File: config.mk
export PLATFORM = sky130hd
export DESIGN_NAME = rvfi_monitor
export DESIGN_NICKNAME = d
export VERILOG_FILES = /design/src/rtl/rvfi_mon_pkg.sv /design/src/rtl/rvfi_trace_fifo.sv /design/src/rtl/rvfi_monitor.sv
export SDC_FILE = /design/constraint.sdc
export NUM_CORES = 1
export LEC_CHECK = 0
export ABC_CLOCK_PERIOD_IN_PS = 21900
export BUFFER_PORTS_ARGS = -buffer_cell sky130_fd_sc_hd__buf_2
export CELL_PAD_IN_SITES_DETAIL_PLACEMENT = 0
export CELL_PAD_IN_SITES_GLOBAL_PLACEMENT = 1
export CORE_MARGIN = 2
export CORE_UTILIZATION = 30
export DETAILED_ROUTE_END_ITERATION = 10
export PLACE_DENSITY = 0.5
export SLEW_MARGIN = 20
export SYNTH_ARGS = -nofsm -noshare
export SYNTH_HDL_FRONTEND = slang
export SYNTH_SLANG_ARGS = --single-unit
File: constraint.sdc
create_clock -name clock -period 21.9 [get_ports clock]
set_input_delay 5.475 -clock clock [delete_from_list [all_inputs] [get_ports clock]]
set_output_delay 5.475 -clock clock [all_outputs]
set_load 0.05 [all_outputs]
File: src/rtl/rvfi_mon_pkg.sv
// Shared types for the RVFI retirement monitor: error causes, monitor
// states and the compact trace entry carried by the trace FIFO.
package rvfi_mon_pkg;

  localparam int TRACE_XLEN = 32;

  typedef enum logic [3:0] {
    ERR_NONE      = 4'd0,
    ERR_ORDER     = 4'd1,
    ERR_PC        = 4'd2,
    ERR_X0        = 4'd3,
    ERR_RS1       = 4'd4,
    ERR_RS2       = 4'd5,
    ERR_POST_HALT = 4'd6
  } err_code_e;

  typedef enum logic [1:0] {
    ST_RUN  = 2'd0,
    ST_HALT = 2'd1,
    ST_FAIL = 2'd2
  } state_e;

  typedef struct packed {
    logic [TRACE_XLEN-1:0] pc;
    logic [31:0]           insn;
    logic [4:0]            rd_addr;
    logic [TRACE_XLEN-1:0] rd_wdata;
  } trace_entry_t;

endpackage

File: src/rtl/rvfi_trace_fifo.sv
// Retirement trace FIFO, no fall-through. Pointers carry one extra wrap bit
// so full and empty are distinguishable. A push into a full FIFO is dropped
// and counted unless a pop frees a slot in the same cycle.
import rvfi_mon_pkg::*;

module rvfi_trace_fifo #(
  parameter int DEPTH = 8
) (
  input  logic         clock,
  input  logic         reset,
  input  logic         push,
  input  trace_entry_t push_data,
  output logic         out_valid,
  input  logic         out_ready,
  output trace_entry_t head,
  output logic [15:0]  dropped
);

  localparam int AW = $clog2(DEPTH);

  trace_entry_t  mem [DEPTH];
  logic [AW:0]   wr_ptr;
  logic [AW:0]   rd_ptr;
  logic          empty;
  logic          full;
  logic          pop;
  logic          do_push;
  logic          drop;

  assign empty     = (wr_ptr == rd_ptr);
  assign full      = (wr_ptr[AW] != rd_ptr[AW]) &&
                     (wr_ptr[AW-1:0] == rd_ptr[AW-1:0]);
  assign pop       = out_ready && !empty;
  assign do_push   = push && (!full || pop);
  assign drop      = push && full && !pop;
  assign out_valid = !empty;
  // Head is forced to zero while empty so the idle outputs read as zero.
  assign head      = empty ? '0 : mem[rd_ptr[AW-1:0]];

  // Pointer and drop-counter control; reset flushes the FIFO.
  always_ff @(posedge clock) begin
    if (reset) begin
      wr_ptr  <= '0;
      rd_ptr  <= '0;
      dropped <= '0;
    end else begin
      if (do_push) wr_ptr <= wr_ptr + 1'b1;
      if (pop)     rd_ptr <= rd_ptr + 1'b1;
      if (drop && dropped != 16'hFFFF) dropped <= dropped + 16'd1;
    end
  end

  // Entry storage; contents are meaningless until the pointers say otherwise.
  always_ff @(posedge clock) begin
    if (do_push) mem[wr_ptr[AW-1:0]] <= push_data;
  end

endmodule

File: src/rtl/rvfi_monitor.sv
// Passive single-retire RVFI monitor. Checks order, PC continuity and x0
// writes on every retirement in RUN, latches the first violation, and pushes
// a compact trace of each checked retirement into rvfi_trace_fifo.
// Optional macro RVFI_MON_SHADOW_EN adds a shadow register file that checks
// rs1/rs2 read data (codes 4 and 5); without it those codes never occur.
import rvfi_mon_pkg::*;

module rvfi_monitor #(
  parameter int XLEN       = 32,
  parameter int FIFO_DEPTH = 8
) (
  input  logic            clock,
  input  logic            reset,
  input  logic            rvfi_valid,
  input  logic [63:0]     rvfi_order,
  input  logic [31:0]     rvfi_insn,
  input  logic            rvfi_trap,
  input  logic            rvfi_halt,
  input  logic [4:0]      rvfi_rs1_addr,
  input  logic [4:0]      rvfi_rs2_addr,
  input  logic [XLEN-1:0] rvfi_rs1_rdata,
  input  logic [XLEN-1:0] rvfi_rs2_rdata,
  input  logic [4:0]      rvfi_rd_addr,
  input  logic [XLEN-1:0] rvfi_rd_wdata,
  input  logic [XLEN-1:0] rvfi_pc_rdata,
  input  logic [XLEN-1:0] rvfi_pc_wdata,
  output logic            err_valid,
  output logic [3:0]      err_code,
  output logic [63:0]     err_order,
  output logic            halted,
  output logic [63:0]     retire_count,
  output logic            trace_valid,
  input  logic            trace_ready,
  output logic [XLEN-1:0] trace_pc,
  output logic [31:0]     trace_insn,
  output logic [4:0]      trace_rd_addr,
  output logic [XLEN-1:0] trace_rd_wdata,
  output logic [15:0]     trace_dropped
);

  state_e          state_q;
  state_e          state_d;
  err_code_e       chk_code;
  err_code_e       fail_code;
  logic            err_set;
  logic            checked;
  logic            post_halt;
  logic            rs1_bad;
  logic            rs2_bad;
  logic [XLEN-1:0] prev_pc_q;
  trace_entry_t    push_entry;
  trace_entry_t    head;

  assign checked   = rvfi_valid && (state_q == ST_RUN);
  assign post_halt = rvfi_valid && (state_q == ST_HALT);

`ifdef RVFI_MON_SHADOW_EN
  logic [XLEN-1:0] shadow_mem [32];
  logic [31:0]     shadow_vld;
  logic            shadow_wr;

  assign shadow_wr = checked && !rvfi_trap && (rvfi_rd_addr != 5'd0);

  // Shadow valid bits: a register is only checked once it has been written.
  always_ff @(posedge clock) begin
    if (reset) shadow_vld <= '0;
    else if (shadow_wr) shadow_vld[rvfi_rd_addr] <= 1'b1;
  end

  // Shadow data, visible to the next retirement.
  always_ff @(posedge clock) begin
    if (shadow_wr) shadow_mem[rvfi_rd_addr] <= rvfi_rd_wdata;
  end

  assign rs1_bad = !rvfi_trap &&
                   ((rvfi_rs1_addr == 5'd0) ? (rvfi_rs1_rdata != '0) :
                    (shadow_vld[rvfi_rs1_addr] && shadow_mem[rvfi_rs1_addr] != rvfi_rs1_rdata));
  assign rs2_bad = !rvfi_trap &&
                   ((rvfi_rs2_addr == 5'd0) ? (rvfi_rs2_rdata != '0) :
                    (shadow_vld[rvfi_rs2_addr] && shadow_mem[rvfi_rs2_addr] != rvfi_rs2_rdata));
`else
  logic unused_shadow_inputs;
  assign unused_shadow_inputs = ^{rvfi_trap, rvfi_rs1_addr, rvfi_rs2_addr,
                                  rvfi_rs1_rdata, rvfi_rs2_rdata};
  assign rs1_bad = 1'b0;
  assign rs2_bad = 1'b0;
`endif

  // Invariant checks in priority order; the lowest code wins.
  always_comb begin
    chk_code = ERR_NONE;
    if (rvfi_order != retire_count)
      chk_code = ERR_ORDER;
    else if (retire_count != 64'd0 && rvfi_pc_rdata != prev_pc_q)
      chk_code = ERR_PC;
    else if (rvfi_rd_addr == 5'd0 && rvfi_rd_wdata != '0)
      chk_code = ERR_X0;
    else if (rs1_bad)
      chk_code = ERR_RS1;
    else if (rs2_bad)
      chk_code = ERR_RS2;
  end

  // Next state and first-violation capture.
  always_comb begin
    state_d   = state_q;
    err_set   = 1'b0;
    fail_code = chk_code;
    case (state_q)
      ST_RUN: begin
        if (checked) begin
          if (chk_code != ERR_NONE) begin
            state_d = ST_FAIL;
            err_set = 1'b1;
          end else if (rvfi_halt) begin
            state_d = ST_HALT;
          end
        end
      end
      ST_HALT: begin
        if (post_halt) begin
          state_d   = ST_FAIL;
          err_set   = 1'b1;
          fail_code = ERR_POST_HALT;
        end
      end
      default: state_d = state_q;
    endcase
  end

  // Control state and registered status outputs.
  always_ff @(posedge clock) begin
    if (reset) begin
      state_q      <= ST_RUN;
      err_valid    <= 1'b0;
      err_code     <= 4'd0;
      err_order    <= 64'd0;
      halted       <= 1'b0;
      retire_count <= 64'd0;
    end else begin
      state_q <= state_d;
      if (err_set) begin
        err_valid <= 1'b1;
        err_code  <= fail_code;
        err_order <= rvfi_order;
      end
      if (checked) retire_count <= retire_count + 64'd1;
      if (checked && rvfi_halt) halted <= 1'b1;
    end
  end

  // Previous next-PC; only consulted once at least one retirement is counted.
  always_ff @(posedge clock) begin
    if (checked) prev_pc_q <= rvfi_pc_wdata;
  end

  assign push_entry.pc       = rvfi_pc_rdata;
  assign push_entry.insn     = rvfi_insn;
  assign push_entry.rd_addr  = rvfi_rd_addr;
  assign push_entry.rd_wdata = rvfi_rd_wdata;

  rvfi_trace_fifo #(
    .DEPTH (FIFO_DEPTH)
  ) u_fifo (
    .clock     (clock),
    .reset     (reset),
    .push      (checked),
    .push_data (push_entry),
    .out_valid (trace_valid),
    .out_ready (trace_ready),
    .head      (head),
    .dropped   (trace_dropped)
  );

  assign trace_pc       = head.pc;
  assign trace_insn     = head.insn;
  assign trace_rd_addr  = head.rd_addr;
  assign trace_rd_wdata = head.rd_wdata;

endmodule

# Word-level counts from Yosys, hierarchy flattened
# Memories as Yosys holds them, arrays and structs flattened. A register that Yosys moved wholly into a read port is not among the register bits.
# Index checks and enable logic that the tools add are counted.
word_totals:
  ff_bits: 192
  ramBits: 808
  output_inout_bits: 252
  memories: 1
mem_list:
  columns: ["name", "words", "word_bits", "rd", "rd_ports_with_merged_regs", "wr", "line", "text"]
  rows:
  - ["u_fifo.mem", 8, 101, 1, 1, 1, "rvfi_trace_fifo.sv:21", "trace_entry_t mem [DEPTH];"]
op_classes:
  addsub: 4
  n_eq_ne: 10
  mux: 19
  n_reduce_logical: 22
op_table:
  columns: ["cell", "n"]
  rows:
  - ["$mux 101", 1]
  - ["$add 64x1->64 const B", 1]
  - ["$ne 64x64->1", 1]
  - ["$reduce_bool 64->1", 1]
  - ["$ne 32x32->1", 1]
  - ["$reduce_bool 32->1", 1]
  - ["$add 16x1->16 const B", 1]
  - ["$mux 4", 4]
  - ["$ne 16x16->1 const B", 1]
  - ["$logic_and 1x1->1", 11]
  - ["$mux 2", 5]
  - ["$add 4x1->4 const B", 2]
  - ["$mux 3", 2]
  - ["$logic_not 5->1", 1]
  - ["$mux 1", 5]
  - ["$eq 4x4->1", 1]
  - ["$ne 2x2->1 const B", 2]
  - ["$pmux 2 s2", 1]
  - ["$reduce_and 4->1", 1]
  - ["$reduce_bool 4->1", 1]
  - ["$eq 3x3->1", 1]
  - ["$logic_not 1->1", 3]
  - ["$ne 3x2->1 const B", 1]
  - ["$eq 2x1->1 const B", 1]
  - ["other kinds (5)", 5]

# Logic depth before layout (Yosys ltp)
# Gate-level depths: netlist (run 1).
depth:
  depth_word: 9
  ltp_mapped: 10

# Hierarchy
# Synthesis (run 1) repeated with hierarchy kept, for this count alone.
unflattened:
  cells_unflattened: 2327
  area_unflattened_um2: 40488.8
modules_own_cells:
  columns: ["mod", "instances", "cells_per_inst", "area_each_um2", "seq_area_each_um2"]
  rows:
  - ["rvfi_trace_fifo", 1, 1449, 32024.5, 24803.8]
  - ["rvfi_monitor", 1, 878, 8464.4, 3663.5]

# Worst setup path after synthesis (run 1)
# No wires, ideal clock.
synth_timing:
  path_kind: "input -> register"
  startpoint: "in rvfi_valid"
  endpoint: "mem u_fifo.mem[0][0] (netlist name) (enable)"
  arrival_ps: 16515
  required_time_ps: 21056
  slack_ps: 4541
  path_stages: 4
  n_path_buf: 0
  path_cell_list: "and2b_2 -> nand2b_4 -> a21oi_1 -> nor4b_1"
synth_between:
  elab_chain_cells: 4
synth_lines:
  columns: ["element", "line", "text"]
  rows:
  - ["start, declared", "rvfi_monitor.sv:14", "input logic rvfi_valid,"]
  - ["$logic_and 1x1->1", "rvfi_monitor.sv:54", "assign checked = rvfi_valid && (state_q == ST_RUN);"]
  - ["$logic_and 1x1->1", "rvfi_trace_fifo.sv:34", "assign do_push = push && (!full || pop);"]
  - ["$mux 1", "rvfi_trace_fifo.sv:55", "if (do_push) mem[wr_ptr[AW-1:0]] <= push_data;"]
  - ["$mux 1 (implied by the code)", "rvfi_trace_fifo.sv:55", null]
  - ["end, declared", "rvfi_trace_fifo.sv:21", null]
# Every way passes these cells.

# Worst setup path in the final report (run 1)
layout_timing:
  startpoint: "reg u_fifo.wr_ptr[0]"
  endpoint: "out trace_pc[11]"
layout_between:
  elab_chain_cells: 2
layout_lines:
  columns: ["element", "line", "text"]
  rows:
  - ["start, declared", "rvfi_trace_fifo.sv:22", "logic [AW:0] wr_ptr;"]
  - ["start signal, assigned", "rvfi_trace_fifo.sv:47", "if (do_push) wr_ptr <= wr_ptr + 1'b1;"]
  - ["$eq 4x4->1", "rvfi_trace_fifo.sv:30", "assign empty = (wr_ptr == rd_ptr);"]
  - ["$mux 101", "rvfi_trace_fifo.sv:38", "assign head = empty ? '0 : mem[rd_ptr[AW-1:0]];"]
  - ["end, declared", "rvfi_monitor.sv:34", "output logic [XLEN-1:0] trace_pc,"]
# Every way passes these cells.

==> results.json, run 1 <==
{
  "synth_compound_area_share_pct": 1.02,
  "finalMaxSlewViolations": 0,
  "r2r_slack_ns": 17.81,
  "outcome": "finished clean",
  "async_reset_ff_share_pct": 0,
  "finalCriticalPeriod_ns": 9.49,
  "die_area_mm2": 0.135,
  "drt-pass1-iter-count": 5,
  "wl_per_cell_um": 25.2,
  "yosysMostFrequentCell": "edfxtp_1",
  "rows": 133,
  "gp_congestion": 0.806,
  "yosys.area_share.adder_pct": 0.157,
  "grt_first_pass_wirelength_um": 167000,
  "grt_pass1_vias": 23800,
  "top_layer": "met5",
  "cts_max_level": 3,
  "hold_viol_final": 0,
  "r2r-end": "err_order[40]",
  "ios": 529,
  "end_kind": "output pin",
  "drtIter0Drc": 1559,
  "ys_ff_latch": 1002,
  "ys_warn_count": 0,
  "grt_use_total_pct": 17.0,
  "grt_start_max_net_pins": 111,
  "relSlewSlack_pct": 25.1,
  "num_vias": 22300,
  "clock_path_buffers": 3,
  "ir_drop_uv": 57.8,
  "post-place-ws_ns": 12.68,
  "ant_nets": 0,
  "syn-instance-count": 2299,
  "core_mm2": 0.131,
  "utilization_pct": 36.5,
  "wirelength_um": 117000,
  "cts_buffers": 112,
  "cts_resized": 0,
  "synth_xor_area_share_pct": 3.41,
  "leakagePower_nw": 16.3,
  "synthSimpleGateAreaFrac_pct": 6.71,
  "regArea_mm2": 0.0285,
  "synth_top_family_by_area": "multiplexers",
  "netlist.area_leader.share_pct": 63.4,
  "hold_path.class": "reg2reg",
  "cellPowerDensity_mw_per_mm2": 101,
  "gr-total-overflow": 0,
  "crit_path_top_delay_cell": "buf_4",
  "cts_hold_buf": 0,
  "wl_met3_um": 8690,
  "antenna_found_initial": 33,
  "cts_tree": "done",
  "worst_pin_slew_ns": 1.12,
  "dieHeight_um": 368,
  "path_max_fanout": 56,
  "io_buffers": 452,
  "synth_nets": 2581,
  "maxCapViolCount": 0,
  "skew_ns": 0.0271,
  "cts_setup_buffers": 0,
  "rsz0062_at_grt": "false",
  "slowest_delay_ns": 0.90,
  "path_class": "reg2out",
  "syn_area_per_cell_um2": 17.3,
  "clock-sinks": 1002,
  "wl_met2_um": 56600,
  "yosys_most_used_dff": "edfxtp_1",
  "dp_hpwl_um": 69900,
  "hp-start": "err_order[33]",
  "cp.required_ns": 16.43,
  "viasPerCell": 4.82,
  "r2r_start": "retire_count[41]",
  "fill_cells": 12500,
  "min_to": "err_order[33]",
  "reg2regPathDepth": 7,
  "synthMuxAreaShare_pct": 15.7,
  "syn_area_mm2": 0.0398,
  "syn2layout_area_growth_pct": 20.6,
  "fin_setup_tns_ns": 0,
  "synth_cell_type_count": 51,
  "setup_violations": 0,
  "synth_edf_count": 840,
  "synthTopCellsByArea": "edfxtp_1, mux4_2, dfxtp_1, mux2i_1, xor2_1",
  "seq_area_frac_synth_pct": 71.6,
  "whs_path_depth": 2,
  "clkTransAtPathRegs_ns": 0.06,
  "multi_input_area_mm2": 0.0108,
  "start_util_pct": 30.2,
  "worst_setup_path_start_kind": "register",
  "drc": 0,
  "yosys-top-cells-count": "edfxtp_1, mux4_2, nor2_1",
  "synth_area_leader_cell": "edfxtp_1",
  "worstPathCellList": "xor2_1 > nor3_1 > and2_4 > buf_4 > nor2_1 > buf_2",
  "clk_latency_ns": 0.71,
  "cts_root_buf": "clkbuf_16",
  "wl_met1_um": 48200,
  "fmax_mhz": 105,
  "layout-drive-gt1-share_pct": 30.6,
  "fin_crit_sh_pct": 43.4,
  "crit_arrival_ns": 4.02,
  "power_mw": 4.84,
  "die_w_um": 368,
  "worst_slack_ns": 12.41,
  "fin_nets": 3057
}
[critical path, delay by kind of cell, from the launching register on]
family        cells  cell delay, ns
xor+xnor          1            0.13
simple gates      3            1.33
buf+inv           2            1.20
flops             1            0.62
[worst max path at each step]
stage	start	to	slack, ns
floorplan	rvfi_valid	u_fifo.mem[0][0]	4.54
global route	u_fifo.wr_ptr[0]	trace_pc[11]	12.08
finish	u_fifo.wr_ptr[0]	trace_pc[11]	12.41
CTS	register	trace_pc[0]	12.15
detailed placement	rvfi_rd_wdata[5]	err_order[39]	12.68
global placement	rvfi_rd_wdata[5]	err_order[51]	12.69
[kinds of logic (layout without fill, tap and decap cells)]
group,Yosys count,in the layout
other,1,8
AOI/OAI and AO/OA,73,73
DFF,1002,1002
muxes,370,370
and+or+nand+nor,552,552
adders and majority gates,5,5
buffers and inverters,141,710
xor gates and xnor gates,155,155
[routing by layer]
layer / track usage [%] / up-vias
met5: 0 / -
met4: 5.41 / 32
met3: 4.96 / 179
met2: 28.3 / 642
met1: 21.3 / 11600
li1: - / 9926
[area by class of cell]
cell class / instances / share of cell area (%)
flip-flops and latches: 1002 / 59.4
well taps: 1755 / 4.58
diodes: 7 / 0.0365
clock inverters: 78 / 1.72
clock buffers: 129 / 6.11
multi-input cells: 1156 / 22.5
repair buffers: 481 / 5.42
inverters: 22 / 0.188
[report_power, final]
| part | internal, mW | total [mW] | switching [mW] | leakage [nW] |
|---|---|---|---|---|
| sequential | 2.11 | 2.13 | 0.0228 | 8.94 |
| clock | 1.14 | 1.92 | 0.774 | 1.82 |
| combinational | 0.247 | 0.792 | 0.545 | 5.53 |
[stage by stage]
step / hold slack (ns) / cell area [um^2] / std cells
final: 0.456 / 47900 / 4630
after global routing: 0.471 / 47900 / 4624
after CTS: 0.458 / 47900 / 4621
after detailed placement: 0.446 / 44100 / 4414
after global placement: 0.439 / 44100 / 4414
after floorplan: 0.450 / 39800 / 2299
[cell usage in the layout, fill, tap and decap left out, types with 20 or more instances in the layout]
master	count
or3_1	22
o21ai_0	25
mux2i_1	166
nand3_1	32
clkbuf_16	115
nand2_1	169
xnor2_1	35
mux4_2	202
dfxtp_1	159
nor2_1	170
nor4_1	55
a21oi_1	36
inv_1	20
nand4_1	30
xor2_1	120
buf_4	20
buf_2	452
clkinv_1	31
edfxtp_1	840
[state kept, by name (all words and copies together) (netlist names), named ones only]
name / flops
u_fifo.wr_ptr: 4
state_q: 2
err_order: 64
err_code: 3
halted: 1
u_fifo.dropped: 16
retire_count: 64
prev_pc_q: 32
u_fifo.mem: 808
err_valid: 1
u_fifo.rd_ptr: 4
No activity file was read; power rests on OpenSTA's default activity.
==> inputs of run 2 (changes only) <==
--- a/config.mk
+++ b/config.mk
@@ -5,14 +5,14 @@
 export SDC_FILE = /design/constraint.sdc
 export NUM_CORES = 1
 export LEC_CHECK = 0
-export ABC_CLOCK_PERIOD_IN_PS = 21900
+export ABC_CLOCK_PERIOD_IN_PS = 8150
 export BUFFER_PORTS_ARGS = -buffer_cell sky130_fd_sc_hd__buf_2
 export CELL_PAD_IN_SITES_DETAIL_PLACEMENT = 0
 export CELL_PAD_IN_SITES_GLOBAL_PLACEMENT = 1
 export CORE_MARGIN = 2
 export CORE_UTILIZATION = 30
 export DETAILED_ROUTE_END_ITERATION = 10
-export PLACE_DENSITY = 0.5
+export PLACE_DENSITY = 0.52
 export SLEW_MARGIN = 20
 export SYNTH_ARGS = -nofsm -noshare
 export SYNTH_HDL_FRONTEND = slang
==> constraint.sdc (replaced) <==
create_clock -name clock -period 8.15 [get_ports clock]
set_input_delay 2.0375 -clock clock [delete_from_list [all_inputs] [get_ports clock]]
set_output_delay 2.0375 -clock clock [all_outputs]
set_load 0.05 [all_outputs]
==> run 2 against run 1 <==
Against the previous run: worst setup slack got worse by 9.5 ns; flip-flop and latch count stayed put; critical path depth is 1 lower; clock-buffer cell count grew 19; via count grew 0.95%; first-iteration DRC count fell by 15%; power rose to 2.6 times the previous value; core utilization barely moved; die area unchanged; critical endpoint is now trace_insn[0].
==> results.json, run 2 (synthesis results as in run 1) <==
{
  "outcome": "finished clean",
  "cts_max_level": 3,
  "num_vias": 22500,
  "drt-pass1-iter-count": 5,
  "dpl_cell_area_mm2": 0.0442,
  "ios": 529,
  "final_common_cell": "edfxtp_1",
  "finalMaxSlewViolations": 0,
  "cts_resized": 0,
  "io_buffers": 452,
  "grt_pass1_vias": 23700,
  "hp-start": "err_order[43]",
  "wirelength_um": 116000,
  "dieHeight_um": 368,
  "die_area_mm2": 0.135,
  "post-place-ws_ns": 2.59,
  "fmax_mhz": 189,
  "worst_pin_slew_ns": 1.00,
  "start_util_pct": 30.2,
  "worstPathCellList": "buf_12 > mux4_2 > mux2i_1 > nor2_1 > buf_2",
  "p_switching_mw": 3.62,
  "drtIter0Drc": 1319,
  "power_frac_comb_pct": 16.6,
  "path_max_fanout": 108,
  "ir_drop_uv": 191,
  "layout-drive-gt1-share_pct": 30.7,
  "skew_ns": 0.0309,
  "syn2layout_area_growth_pct": 20.4,
  "end_kind": "output pin",
  "grt_busiest_layer": "met2",
  "die_w_um": 368,
  "viasPerCell": 4.85,
  "swShare_pct": 28.3,
  "rsz0062_at_grt": "false",
  "wl_per_cell_um": 25.0,
  "relSlewSlack_pct": 33.1,
  "clock_path_buffers": 3,
  "ant_nets": 0,
  "grt_first_pass_wirelength_um": 167000,
  "path_class": "reg2out",
  "cts_tree": "done",
  "grt_use_total_pct": 16.9,
  "cts_buffers": 113,
  "fin_nets": 3064,
  "dp_hpwl_um": 70600,
  "grt_start_max_net_pins": 109,
  "leakagePower_nw": 16.3,
  "drc": 0,
  "crit_arrival_ns": 3.24,
  "worst_slack_ns": 2.87,
  "grtUsageMet1_pct": 20.9,
  "hold_viol_final": 0,
  "path_buf_inv": 2,
  "cts_root_buf": "clkbuf_16",
  "r2r_start": "retire_count[43]",
  "crit_path_top_delay_cell": "buf_12",
  "fill_cells": 12500,
  "p_seq_share_pct": 44.7,
  "slowest_delay_ns": 0.70,
  "antenna_found_initial": 49,
  "core_mm2": 0.131,
  "gp_congestion": 0.844,
  "clk_latency_ns": 0.73,
  "clock-sinks": 1002,
  "worst_setup_path_start_kind": "register",
  "gr-total-overflow": 0,
  "fin_setup_tns_ns": 0,
  "hold_path.class": "reg2reg",
  "path_delay_family": "buffers and inverters",
  "setup_violations": 0,
  "cp.required_ns": 6.11,
  "use_met3_pct": 6.01,
  "grt_util_met2_pct": 27.2,
  "clkTransAtPathRegs_ns": 0.06,
  "power_mw": 12.8,
  "cts_setup_buffers": 0,
  "final_cell_mix": "edfxtp_1, buf_2, mux4_2, nor2_1, nand2_1",
  "power.internal_mw": 9.18,
  "maxCapViolCount": 0,
  "cts_hold_buf": 0,
  "cellPowerDensity_mw_per_mm2": 267,
  "fin_crit_sh_pct": 64.8,
  "finalCriticalPeriod_ns": 5.28,
  "power_frac_clock_pct": 38.7,
  "final_area_mm2": 0.0479,
  "largest_register_ffs": 808,
  "rows": 133
}
run 2: power groups by stage:
| stage | sequential (mW) | clock, mW | combinational [mW] |
|---|---|---|---|
| after floorplan | 5.89 | 0 | 1.44 |
| after global placement | 5.83 | 0 | 2.16 |
| after detailed placement | 5.84 | 0 | 2.18 |
| after CTS | 5.73 | 5.14 | 2.18 |
| after global routing | 5.73 | 5.33 | 2.27 |
| final | 5.72 | 4.96 | 2.13 |
run 2: stage by stage:
stage | utilization [%] | hold WS, ns | cells
global placement | 33.6 | 0.441 | 4420
global route | 36.4 | 0.469 | 4637
CTS | 36.4 | 0.459 | 4630
detailed placement | 33.6 | 0.446 | 4420
finish | 36.4 | 0.456 | 4645
floorplan | - | 0.450 | 2299
run 2: per-layer routing:
| metal | part of all wire, % | vias to the layer above |
|---|---|---|
| li1 | - | 9936 |
| met1 | 41 | 11600 |
| met2 | 47 | 686 |
| met3 | 8.4 | 221 |
| met4 | 3.3 | 56 |
| met5 | 0.30 | - |
run 2: tightest hold or removal path, cell delays in order (launching register included):
cell,delay (ns)
dfxtp_1,0.31
nand2_1,0.05
mux2i_1,0.05
run 2: area by class of cell:
class | count | area, um^2 | area share [%]
diodes | 13 | 32.5 | 0.0679
clock buffers | 148 | 3040 | 6.35
clock inverters | 62 | 587 | 1.23
inverters | 22 | 90.1 | 0.188
multi-input cells | 1156 | 10800 | 22.6
flip-flops and latches | 1002 | 28500 | 59.5
well taps | 1755 | 2200 | 4.59
repair buffers | 487 | 2650 | 5.54
run 2: worst paths after layout:
| kind | end | cells after the start | slack, ns |
|---|---|---|---|
| worst max-delay path | trace_insn[0] | 5 | 2.87 |
| worst min-delay path | err_order[43] | 2 | 0.46 |
| worst max register to register | err_valid | 8 | 4.40 |
| worst min register to register | err_order[43] | 2 | 0.46 |
==> inputs of run 3 (changes only) <==
--- a/config.mk
+++ b/config.mk
@@ -5,7 +5,7 @@
 export SDC_FILE = /design/constraint.sdc
 export NUM_CORES = 1
 export LEC_CHECK = 0
-export ABC_CLOCK_PERIOD_IN_PS = 8150
+export ABC_CLOCK_PERIOD_IN_PS = 4580
 export BUFFER_PORTS_ARGS = -buffer_cell sky130_fd_sc_hd__buf_2
 export CELL_PAD_IN_SITES_DETAIL_PLACEMENT = 0
 export CELL_PAD_IN_SITES_GLOBAL_PLACEMENT = 1
==> constraint.sdc (replaced) <==
create_clock -name clock -period 4.58 [get_ports clock]
set_input_delay 1.145 -clock clock [delete_from_list [all_inputs] [get_ports clock]]
set_output_delay 1.145 -clock clock [all_outputs]
set_load 0.05 [all_outputs]
==> run 3 against run 2 <==
Against the previous run: register-to-register slack got worse by 3.2 ns; final cell count rose by 0.47%; flip-flop and latch count unchanged; first-iteration DRC count increased by 19%; non-clock buffer count is 37 higher; clock skew increased by 0.0071 ns; cell area grew 1.8%; worst setup slack worse by 2.7 ns; wire length rose by 0.31%; critical path depth grew 1; largest power group unchanged.
==> results.json, run 3 (synthesis results as in run 1) <==
{
  "outcome": "finished clean",
  "finalCriticalPeriod_ns": 4.37,
  "final_common_cell": "edfxtp_1",
  "drt-pass1-iter-count": 7,
  "hp-start": "err_order[43]",
  "largest_register_ffs": 808,
  "slowest_delay_ns": 0.71,
  "die_w_um": 368,
  "crit_path_top_delay_cell": "dfxtp_1",
  "grt_pass1_vias": 23900,
  "clock_path_buffers": 3,
  "grt_use_total_pct": 17.1,
  "path_class": "reg2out",
  "cts_setup_buffers": 0,
  "start_util_pct": 30.2,
  "cp.required_ns": 3.43,
  "wirelength_um": 117000,
  "end_kind": "output pin",
  "r2r_start": "u_fifo.wr_ptr[3]",
  "maxCapViolCount": 0,
  "core_mm2": 0.131,
  "cts_buffers": 110,
  "finalMaxSlewViolations": 0,
  "cts_tree": "done",
  "gp_congestion": 0.831,
  "power_mw": 23.4,
  "clk_latency_ns": 0.73,
  "layout-drive-gt1-share_pct": 31.7,
  "cts_resized": 2,
  "wl_per_cell_um": 25.0,
  "final_area_mm2": 0.0487,
  "hold_path.class": "reg2reg",
  "syn2layout_area_growth_pct": 22.5,
  "worstPathCellList": "xor2_1 > nor3_4 > and2_4 > buf_12 > nor2_1 > buf_2",
  "dieHeight_um": 368,
  "clock-sinks": 1002,
  "cts_hold_buf": 0,
  "relSlewSlack_pct": 37.5,
  "setup_violations": 0,
  "io_buffers": 452,
  "regArea_mm2": 0.0285,
  "dpl_cell_area_mm2": 0.0449,
  "grt_start_max_net_pins": 82,
  "clkTransAtPathRegs_ns": 0.06,
  "fin_crit_sh_pct": 95.4,
  "multi_input_area_mm2": 0.0109,
  "ant_nets": 0,
  "leakagePower_nw": 16.6,
  "ir_drop_uv": 284,
  "worst_pin_slew_ns": 0.934,
  "cellPowerDensity_mw_per_mm2": 480,
  "ios": 529,
  "viasPerCell": 4.81,
  "gr-total-overflow": 0,
  "skew_ns": 0.0381,
  "num_vias": 22500,
  "dp_hpwl_um": 75400,
  "hold_viol_final": 0,
  "path_max_fanout": 23,
  "antenna_found_initial": 33,
  "final_cell_mix": "edfxtp_1, buf_2, mux4_2, nor2_1, nand2_1",
  "fmax_mhz": 229,
  "cts_root_buf": "clkbuf_16",
  "grt_first_pass_wirelength_um": 168000,
  "drtIter0Drc": 1566,
  "crit_start": "u_fifo.wr_ptr[1]",
  "rows": 133,
  "drc": 0,
  "rsz0062_at_grt": "false",
  "crit_arrival_ns": 3.22,
  "cts_max_level": 3,
  "fin_nets": 3099,
  "fill_cells": 12500,
  "die_area_mm2": 0.135,
  "worst_setup_path_start_kind": "register"
}
-- run 3: area by class of cell --
type | instances | area share [%]
Sequential cell | 1002 | 58.4
Multi-Input combinational cell | 1157 | 22.3
Timing Repair Buffer | 524 | 6.75
Clock buffer | 132 | 5.88
Tap cell | 1755 | 4.51
Clock inverter | 72 | 1.90
Inverter | 22 | 0.185
Antenna cell | 3 | 0.0154
-- run 3: path summary, 6_finish.rpt --
kind                   endpoint  slack, ns  cells past startpoint
max reg2reg   u_fifo.mem[6][47]       1.25                      6
max          trace_rd_wdata[26]       0.21                      6
min               err_order[43]       0.45                      2
min reg2reg       err_order[43]       0.45                      2
-- run 3: layer usage --
metal	track usage, %	share of wire [%]	vias to the layer above
li1	-	-	9987
met1	20.9	41	11600
met2	29.1	50	606
met3	4.86	6.6	202
met4	5.18	2.6	50
met5	0	0.27	-
-- run 3: per-stage QoR --
step | hold slack, ns | setup TNS [ns] | utilization, % | std cells | worst slack, ns
after global routing | 0.469 | 0 | 37.1 | 4664 | 0.0160
final | 0.454 | 0 | 37.1 | 4667 | 0.212
after CTS | 0.455 | 0 | 37.1 | 4664 | 0.000867
after global placement | 0.441 | 0 | 34.2 | 4459 | 0.705
after floorplan | 0.450 | -269.92 | - | 2299 | -0.825
after detailed placement | 0.443 | 0 | 34.2 | 4459 | 0.656
-- run 3: critical path, delay by kind of cell (launching register included) --
| kind | cells | cell delay, ns |
|---|---|---|
| buf+inv | 2 | 0.48 |
| xor+xnor | 1 | 0.20 |
| simple gates | 3 | 1.11 |
| flops | 1 | 0.71 |
-- run 3: where the power goes --
| part | switching, mW | total [mW] | internal [mW] |
|---|---|---|---|
| registers | 0.111 | 10.2 | 10.1 |
| logic | 2.63 | 3.92 | 1.29 |
| clock network | 3.69 | 9.28 | 5.59 |
